[src/rtl/prefix_scan_engine_pkg.sv]
// -----------------------------------------------------------------------------
// scan_pkg
// Shared types and helpers for the prefix scan engine:
//   scan_state_e : engine FSM states
//   scan_mode_e  : combine function selector (matches the 2-bit mode port)
//   sat_max_f / sat_min_f : signed saturation limits for a given data width
// -----------------------------------------------------------------------------
package scan_pkg;

    typedef enum logic [1:0] {
        IDLE = 2'd0,
        RD   = 2'd1,
        WR   = 2'd2,
        DONE = 2'd3
    } scan_state_e;

    typedef enum logic [1:0] {
        SUM_WRAP = 2'd0,
        SUM_SAT  = 2'd1,
        MAX      = 2'd2,
        MIN      = 2'd3
    } scan_mode_e;

    // Wide enough for any practical DATA_W; callers truncate to their width.
    localparam int SAT_LIMIT_W = 128;

    // Largest signed value of a data_w-bit word: 0111...1
    function automatic logic [SAT_LIMIT_W-1:0] sat_max_f(input int data_w);
        sat_max_f = (SAT_LIMIT_W'(1) << (data_w - 1)) - SAT_LIMIT_W'(1);
    endfunction

    // Smallest signed value; its low data_w bits are 1000...0
    function automatic logic [SAT_LIMIT_W-1:0] sat_min_f(input int data_w);
        sat_min_f = ~sat_max_f(data_w);
    endfunction

endpackage

[src/rtl/prefix_scan_engine_combine.sv]
// -----------------------------------------------------------------------------
// scan_combine
// Purely combinational combine step y = f(a, b) for the scan engine.
//   a    : running accumulator (signed)
//   b    : element read from memory (signed)
//   mode : SUM_WRAP / SUM_SAT / MAX / MIN
//   y    : combined value
//   ovf  : signed wrap (SUM_WRAP) or clamp (SUM_SAT); never set for MAX/MIN
// -----------------------------------------------------------------------------
module scan_combine
    import scan_pkg::*;
#(
    parameter int DATA_W = 64
) (
    input  logic signed [DATA_W-1:0] a,
    input  logic signed [DATA_W-1:0] b,
    input  scan_mode_e               mode,
    output logic signed [DATA_W-1:0] y,
    output logic                     ovf
);

    localparam logic signed [DATA_W-1:0] SAT_MAX = DATA_W'(sat_max_f(DATA_W));
    localparam logic signed [DATA_W-1:0] SAT_MIN = DATA_W'(sat_min_f(DATA_W));

    logic signed [DATA_W-1:0] sum_s;
    logic                     wrap_s;

    // Truncated sum and signed-overflow detect (same-sign operands, sign flip)
    always_comb begin
        sum_s  = a + b;
        wrap_s = (a[DATA_W-1] == b[DATA_W-1]) && (sum_s[DATA_W-1] != a[DATA_W-1]);
    end

    // Mode select; on saturation the operand sign tells which rail was crossed
    always_comb begin
        y   = sum_s;
        ovf = 1'b0;
        case (mode)
            SUM_WRAP: begin
                y   = sum_s;
                ovf = wrap_s;
            end
            SUM_SAT: begin
                if (wrap_s) begin
                    y = a[DATA_W-1] ? SAT_MIN : SAT_MAX;
                end else begin
                    y = sum_s;
                end
                ovf = wrap_s;
            end
            MAX: begin
                y   = (a > b) ? a : b;
                ovf = 1'b0;
            end
            MIN: begin
                y   = (a < b) ? a : b;
                ovf = 1'b0;
            end
            default: begin
                y   = sum_s;
                ovf = 1'b0;
            end
        endcase
    end

endmodule

[src/rtl/prefix_scan_engine.sv]
// -----------------------------------------------------------------------------
// prefix_scan_engine
// In-place scan over a single-port array RAM: for k = 0..len-1 reads word
// (base+k) mod depth, combines it into the accumulator, writes the running
// value back to the same address. One RD and one WR cycle per element.
//   clk, rst_n       : clock, async active-low reset
//   r_enable         : start pulse, only honoured in IDLE
//   init_i/init_acc/len/mode : scan parameters, latched at start
//   w_enable         : one-cycle done pulse
//   busy             : engine owns the RAM port
//   result, ovf      : final accumulator and sticky overflow of last scan
//   mem_we/mem_addr/mem_wdata/mem_rdata : RAM port (1-cycle read latency)
// -----------------------------------------------------------------------------
module prefix_scan_engine
    import scan_pkg::*;
#(
    parameter int DATA_W = 64,
    parameter int ADDR_W = 10,
    parameter int LEN_W  = 11
) (
    input  logic                     clk,
    input  logic                     rst_n,
    input  logic                     r_enable,
    input  logic [ADDR_W-1:0]        init_i,
    input  logic signed [DATA_W-1:0] init_acc,
    input  logic [LEN_W-1:0]         len,
    input  logic [1:0]               mode,
    output logic                     w_enable,
    output logic                     busy,
    output logic signed [DATA_W-1:0] result,
    output logic                     ovf,
    output logic                     mem_we,
    output logic [ADDR_W-1:0]        mem_addr,
    output logic signed [DATA_W-1:0] mem_wdata,
    input  logic signed [DATA_W-1:0] mem_rdata
);

    scan_state_e              state_r;
    scan_state_e              state_s;
    scan_mode_e               mode_r;
    logic [ADDR_W-1:0]        base_r;
    logic [LEN_W-1:0]         len_r;
    logic [LEN_W-1:0]         k_r;
    logic signed [DATA_W-1:0] acc_r;
    logic                     ovf_r;
    logic signed [DATA_W-1:0] result_r;
    logic                     w_enable_r;
    logic                     busy_r;
    logic                     mem_we_r;
    logic [ADDR_W-1:0]        mem_addr_r;

    logic signed [DATA_W-1:0] y_s;
    logic                     comb_ovf_s;
    logic                     last_s;
    logic                     busy_s;
    logic                     w_enable_s;
    logic                     mem_we_s;
    logic [ADDR_W-1:0]        next_addr_s;
    logic [ADDR_W-1:0]        addr_s;
    logic signed [DATA_W-1:0] final_acc_s;
    logic signed [DATA_W-1:0] wdata_s;

    scan_combine #(
        .DATA_W (DATA_W)
    ) u_combine (
        .a    (acc_r),
        .b    (mem_rdata),
        .mode (mode_r),
        .y    (y_s),
        .ovf  (comb_ovf_s)
    );

    // k counts completed elements, so the WR of element len-1 is the last one
    assign last_s = ((k_r + LEN_W'(1)) == len_r);

    // State register
    always_ff @(posedge clk or negedge rst_n) begin
        if (!rst_n) begin
            state_r <= IDLE;
        end else begin
            state_r <= state_s;
        end
    end

    // Next-state logic
    always_comb begin
        state_s = state_r;
        case (state_r)
            IDLE: begin
                if (r_enable) begin
                    state_s = (len == {LEN_W{1'b0}}) ? DONE : RD;
                end else begin
                    state_s = IDLE;
                end
            end
            RD:      state_s = WR;
            WR: begin
                if (last_s) begin
                    state_s = DONE;
                end else begin
                    state_s = RD;
                end
            end
            DONE:    state_s = IDLE;
            default: state_s = IDLE;
        endcase
    end

    // Output decode: values the output registers take on the next edge
    always_comb begin
        busy_s     = (state_s != IDLE);
        w_enable_s = (state_s == DONE);
        mem_we_s   = (state_s == WR);

        // Address of the next RD: base itself from IDLE, base+k+1 after a WR
        if (state_r == IDLE) begin
            next_addr_s = init_i;
        end else begin
            next_addr_s = base_r + ADDR_W'(k_r + LEN_W'(1));
        end

        // WR reuses the RD address; IDLE/DONE keep the last one
        if (state_s == RD) begin
            addr_s = next_addr_s;
        end else begin
            addr_s = mem_addr_r;
        end

        // Zero-length scans finish straight from IDLE with init_acc
        case (state_r)
            IDLE:    final_acc_s = init_acc;
            WR:      final_acc_s = y_s;
            default: final_acc_s = acc_r;
        endcase

        // Write data depends on read data that is only valid in the WR cycle
        if (state_r == WR) begin
            wdata_s = y_s;
        end else begin
            wdata_s = {DATA_W{1'b0}};
        end
    end

    // Scan parameters, accumulator, element counter and sticky overflow
    always_ff @(posedge clk or negedge rst_n) begin
        if (!rst_n) begin
            base_r <= {ADDR_W{1'b0}};
            len_r  <= {LEN_W{1'b0}};
            k_r    <= {LEN_W{1'b0}};
            acc_r  <= {DATA_W{1'b0}};
            mode_r <= SUM_WRAP;
            ovf_r  <= 1'b0;
        end else begin
            case (state_r)
                IDLE: begin
                    if (r_enable) begin
                        base_r <= init_i;
                        len_r  <= len;
                        acc_r  <= init_acc;
                        mode_r <= scan_mode_e'(mode);
                        k_r    <= {LEN_W{1'b0}};
                        ovf_r  <= 1'b0;
                    end
                end
                WR: begin
                    acc_r <= y_s;
                    k_r   <= k_r + LEN_W'(1);
                    if (comb_ovf_s) begin
                        ovf_r <= 1'b1;
                    end
                end
                default: begin
                end
            endcase
        end
    end

    // Registered status and RAM control outputs
    always_ff @(posedge clk or negedge rst_n) begin
        if (!rst_n) begin
            busy_r     <= 1'b0;
            w_enable_r <= 1'b0;
            mem_we_r   <= 1'b0;
            mem_addr_r <= {ADDR_W{1'b0}};
            result_r   <= {DATA_W{1'b0}};
        end else begin
            busy_r     <= busy_s;
            w_enable_r <= w_enable_s;
            mem_we_r   <= mem_we_s;
            mem_addr_r <= addr_s;
            if (w_enable_s) begin
                result_r <= final_acc_s;
            end
        end
    end

    assign busy      = busy_r;
    assign w_enable  = w_enable_r;
    assign mem_we    = mem_we_r;
    assign mem_addr  = mem_addr_r;
    assign mem_wdata = wdata_s;
    assign result    = result_r;
    assign ovf       = ovf_r;

endmodule

[config.mk]
export PLATFORM = sky130hd
export DESIGN_NAME = prefix_scan_engine
export DESIGN_NICKNAME = d
export VERILOG_FILES = /design/src/rtl/prefix_scan_engine_pkg.sv /design/src/rtl/prefix_scan_engine_combine.sv /design/src/rtl/prefix_scan_engine.sv
export SDC_FILE = /design/constraint.sdc
export NUM_CORES = 1
export LEC_CHECK = 0
export ABC_AREA = 1
export CORE_MARGIN = 4
export CORE_UTILIZATION = 30
export DETAILED_ROUTE_END_ITERATION = 8
export RECOVER_POWER = 50
export SLEW_MARGIN = 40
export SYNTH_ARGS = -nofsm -noshare
export SYNTH_HDL_FRONTEND = slang
export SYNTH_HIERARCHICAL = 1
export SYNTH_SLANG_ARGS = --single-unit
[constraint.sdc]
create_clock -name clk -period 3.5 [get_ports clk]
set_clock_uncertainty 0.1 [all_clocks]
set_input_delay 0.525 -clock clk [delete_from_list [all_inputs] [get_ports clk]]
set_output_delay 0.525 -clock clk [all_outputs]
set_load 0.1 [all_outputs]
==> flow_summary.toml <==
[die]
rows = 96
initial_utilization = 0.304
core_area_um2 = 68800
ioPinCount = 296
die_area_um2 = 74000
die_y_um = 272
die_w_um = 272

[placement]
dp_slack_ns = -1.04
dp.cells = 5092
place_area_um2 = 29100
hpwl_mm = 69.1
gp_congestion = 1.01
numPortBuffers = 295

[timing]
setup_viol = 70
fin_ws_ns = -0.700
worst_slew_pin_slew_ns = 2.09
rsz0062_at_grt = "true"
relSlewSlack = -0.391
final.min_clock_period_ns = 4.20
fmax_mhz = 238
drv_slew = 31
finalHoldViolCount = 0
post-route-period-util = 1.20

[setup_path]
worstPathRequired_ns = 2.87
crit_type = "in -> out"
start_kind = "input pin"
r2r-start = "acc_r[39]"
cp_slowest_cell = "clkdlybuf4s50_1"
path_max_fanout = 10
timing.critical_path.slowest_cell_delay_ns = 0.52
reg2reg_to = "result[39]"
reg2reg_depth = 23
endpoint_kind = "primary output"
r2r_slack_ns = -0.14
cp.arrival_ns = 3.58
path_common_cell = "buf_12"
path_cells = "clkdlybuf4s50_1 -> inv_2 -> ha_4 -> nand2_2 -> nor3_4 -> nand3_2 -> nor2_4 -> nand2_4 -> buf_12 -> nand2_8 -> nand2_8 -> nand3_4 -> buf_12 -> buf_16 -> nand2_1 -> nand3_1 -> nand4_1 -> nand2_2 -> clkinvlp_4 -> buf_12"

[synth]
synth_edf_count = 0
syn_area_per_cell_um2 = 5.93
netlist_instances = 3522
synth_cell_types = 48
ys_ff_latch = 178
synth_ff_type = "dfrtp_1"
syn_nets = 3815
synth_area_um2 = 20900
async_flop_share = 1.00
ys_seq_area_frac = 0.213
yosysWarnings = 6

[final_layout]
regArea_um2 = 4470
final_common_cell = "nand2_1"
syn2layout_area_growth_pct = 55.5
n_fill_cell = 7067
finish.utilization = 0.472
layout.nets = 4560
drive_gt1_frac = 0.309
fin_area_um2 = 32500
final_cell_count_no_fill = 5221
multi_input_area_um2 = 15200
final_cell_mix = "nand2_1, buf_4, inv_1"

[clock_network]
htree_levels = 4
clkSinkCount = 178
clk_pin_slew_worst_paths_ns = 0.08
cts_buffer_depth = 2
cts_made_buffers = 17
clk_root_buffer_cell = "clkbuf_16"
cts_tree = "yes"
insertion_delay_ns = 0.53

[drt]
drc = 0
drtAntennaViolNets = 0
routed_via_density = 4.92
drt_pass1_iterations = 6
drtIter0Drc = 1867
wl_per_cell_um = 17.9
totalWireLength_mm = 93.4
route.vias.total = 25700

[worst_hold_path]
hp-class = "reg -> reg"
hold_depth = 2
min_from = "result[29]"
hold_path_end = "result[29]"

[global_routing]
grt_pass1_vias = 25300
grtUsageTotal = 0.244
grt_pass1_wl_mm = 143
overflow = 0
antenna_found_initial = 15
grt_max_degree = 109

[run_status]
status = "finished with violations"
violations = "capacitance limit, slew limit, setup timing"

[job]
maxCapViolCount = 1
-- Yosys cell counts (2+ instances only) --
| cell | instances | area (um2) |
|---|---|---|
| a21o_1 | 5 | 37.5 |
| a21oi_1 | 75 | 375 |
| a21oi_2 | 3 | 26.3 |
| a221o_1 | 55 | 551 |
| a31oi_1 | 56 | 350 |
| and2_1 | 5 | 31.3 |
| buf_1 | 6 | 22.5 |
| buf_2 | 41 | 205 |
| buf_4 | 23 | 173 |
| buf_6 | 19 | 214 |
| clkbuf_1 | 68 | 255 |
| clkinv_1 | 5 | 18.8 |
| dfrtp_1 | 178 | 4450 |
| fa_1 | 2 | 40.0 |
| ha_1 | 137 | 1710 |
| inv_1 | 583 | 2190 |
| inv_2 | 16 | 60.1 |
| nand2_1 | 1146 | 4300 |
| nand2_2 | 21 | 131 |
| nand2_4 | 4 | 45.0 |
| nand3_1 | 424 | 2120 |
| nand3_2 | 2 | 20.0 |
| nand3_4 | 2 | 35.0 |
| nand3b_1 | 18 | 135 |
| nand4_1 | 152 | 951 |
| nand4_2 | 11 | 138 |
| nor2_1 | 239 | 897 |
| nor2_2 | 11 | 68.8 |
| nor3_1 | 24 | 120 |
| nor4_1 | 4 | 25.0 |
| o21a_1 | 2 | 15.0 |
| o21ai_0 | 92 | 460 |
| o21ai_1 | 6 | 30.0 |
| o21bai_1 | 7 | 52.6 |
| o221ai_1 | 9 | 78.8 |
| o22ai_1 | 10 | 62.6 |
| or2_2 | 19 | 119 |
| xnor2_1 | 6 | 52.6 |
| xor2_1 | 27 | 236 |
-- metal layers --
layer  vias to the layer above  global-route usage  part of all wire
met2                       855               0.413              0.47
li1                      12800                   -                 -
met4                        14              0.0739             0.025
met5                         -                   0           0.00096
met1                     11800               0.320              0.44
met3                       144              0.0388             0.064
-- cell families (layout without fill, tap and decap cells) --
group                      Yosys count  after routing  share of synthesized area
and+or+nand+nor                   2085           2085                      0.439
AOI/OAI and AO/OA                  323            323                     0.0988
DFF                                178            178                      0.213
buffers and inverters              764           1522                      0.151
adders and majority gates          139            139                     0.0839
xor gates and xnor gates            33             33                     0.0138
other                                0             10                          0
-- critical path: cells and delay by family --
kind | cells | cell delay (ns)
AND/OR/NAND/NOR | 12 | 1.37
buffers and inverters | 7 | 1.37
adder cells (fa/ha/maj) | 1 | 0.28
-- flip-flops by register name, summed over array words and instances (netlist names) --
register  flops
ovf           1
base_r       10
acc_r        64
len_r        11
state_r       2
w_enable      1
mode_r        2
busy          1
k_r          11
result       64
mem_addr     10
mem_we        1
-- metrics by stage --
stage          hold slack (ns)  TNS (ns)
2_1_floorplan            0.129     -1.83
3_3_place_gp             0.352   -128.52
3_5_place_dp             0.353   -130.36
4_1_cts                  0.373    -41.95
5_1_grt                  0.389    -75.10
6_report                 0.366    -40.52
-- final cells by class --
type                    count  area share
flip-flops and latches    178       0.138
clock inverters            14     0.00520
well taps                 931      0.0358
inverters                 605      0.0773
repair buffers            885       0.262
clock buffers              18      0.0132
multi-input cells        2580       0.468
diodes                     10    0.000770
-- worst max-delay path by stage --
stage | cells past startpoint | startpoint | end | slack (ns)
after floorplan | 21 | mem_rdata[34] | result[18] | -0.04
after global placement | 20 | mem_rdata[17] | mem_wdata[59] | -1.04
after detailed placement | 18 | mem_rdata[17] | mem_wdata[27] | -1.04
after CTS | 20 | acc_r[41] | mem_wdata[28] | -0.70
after global routing | 19 | mem_rdata[63] | mem_wdata[33] | -0.93
final | 20 | mem_rdata[63] | mem_wdata[33] | -0.70
-- repair_timing --
action,CTS,global route
pin swaps,58,93
hold buffers,1,0
gates cloned,9,5
buffers inserted,34,39
endpoints found under the hold margin,6,0
resized for setup,298,238
endpoints found under the setup margin,129,132
Power is left out: the tool's default activity adds up to more than one toggle a clock period on the data nets, which glitch-free logic cannot reach.
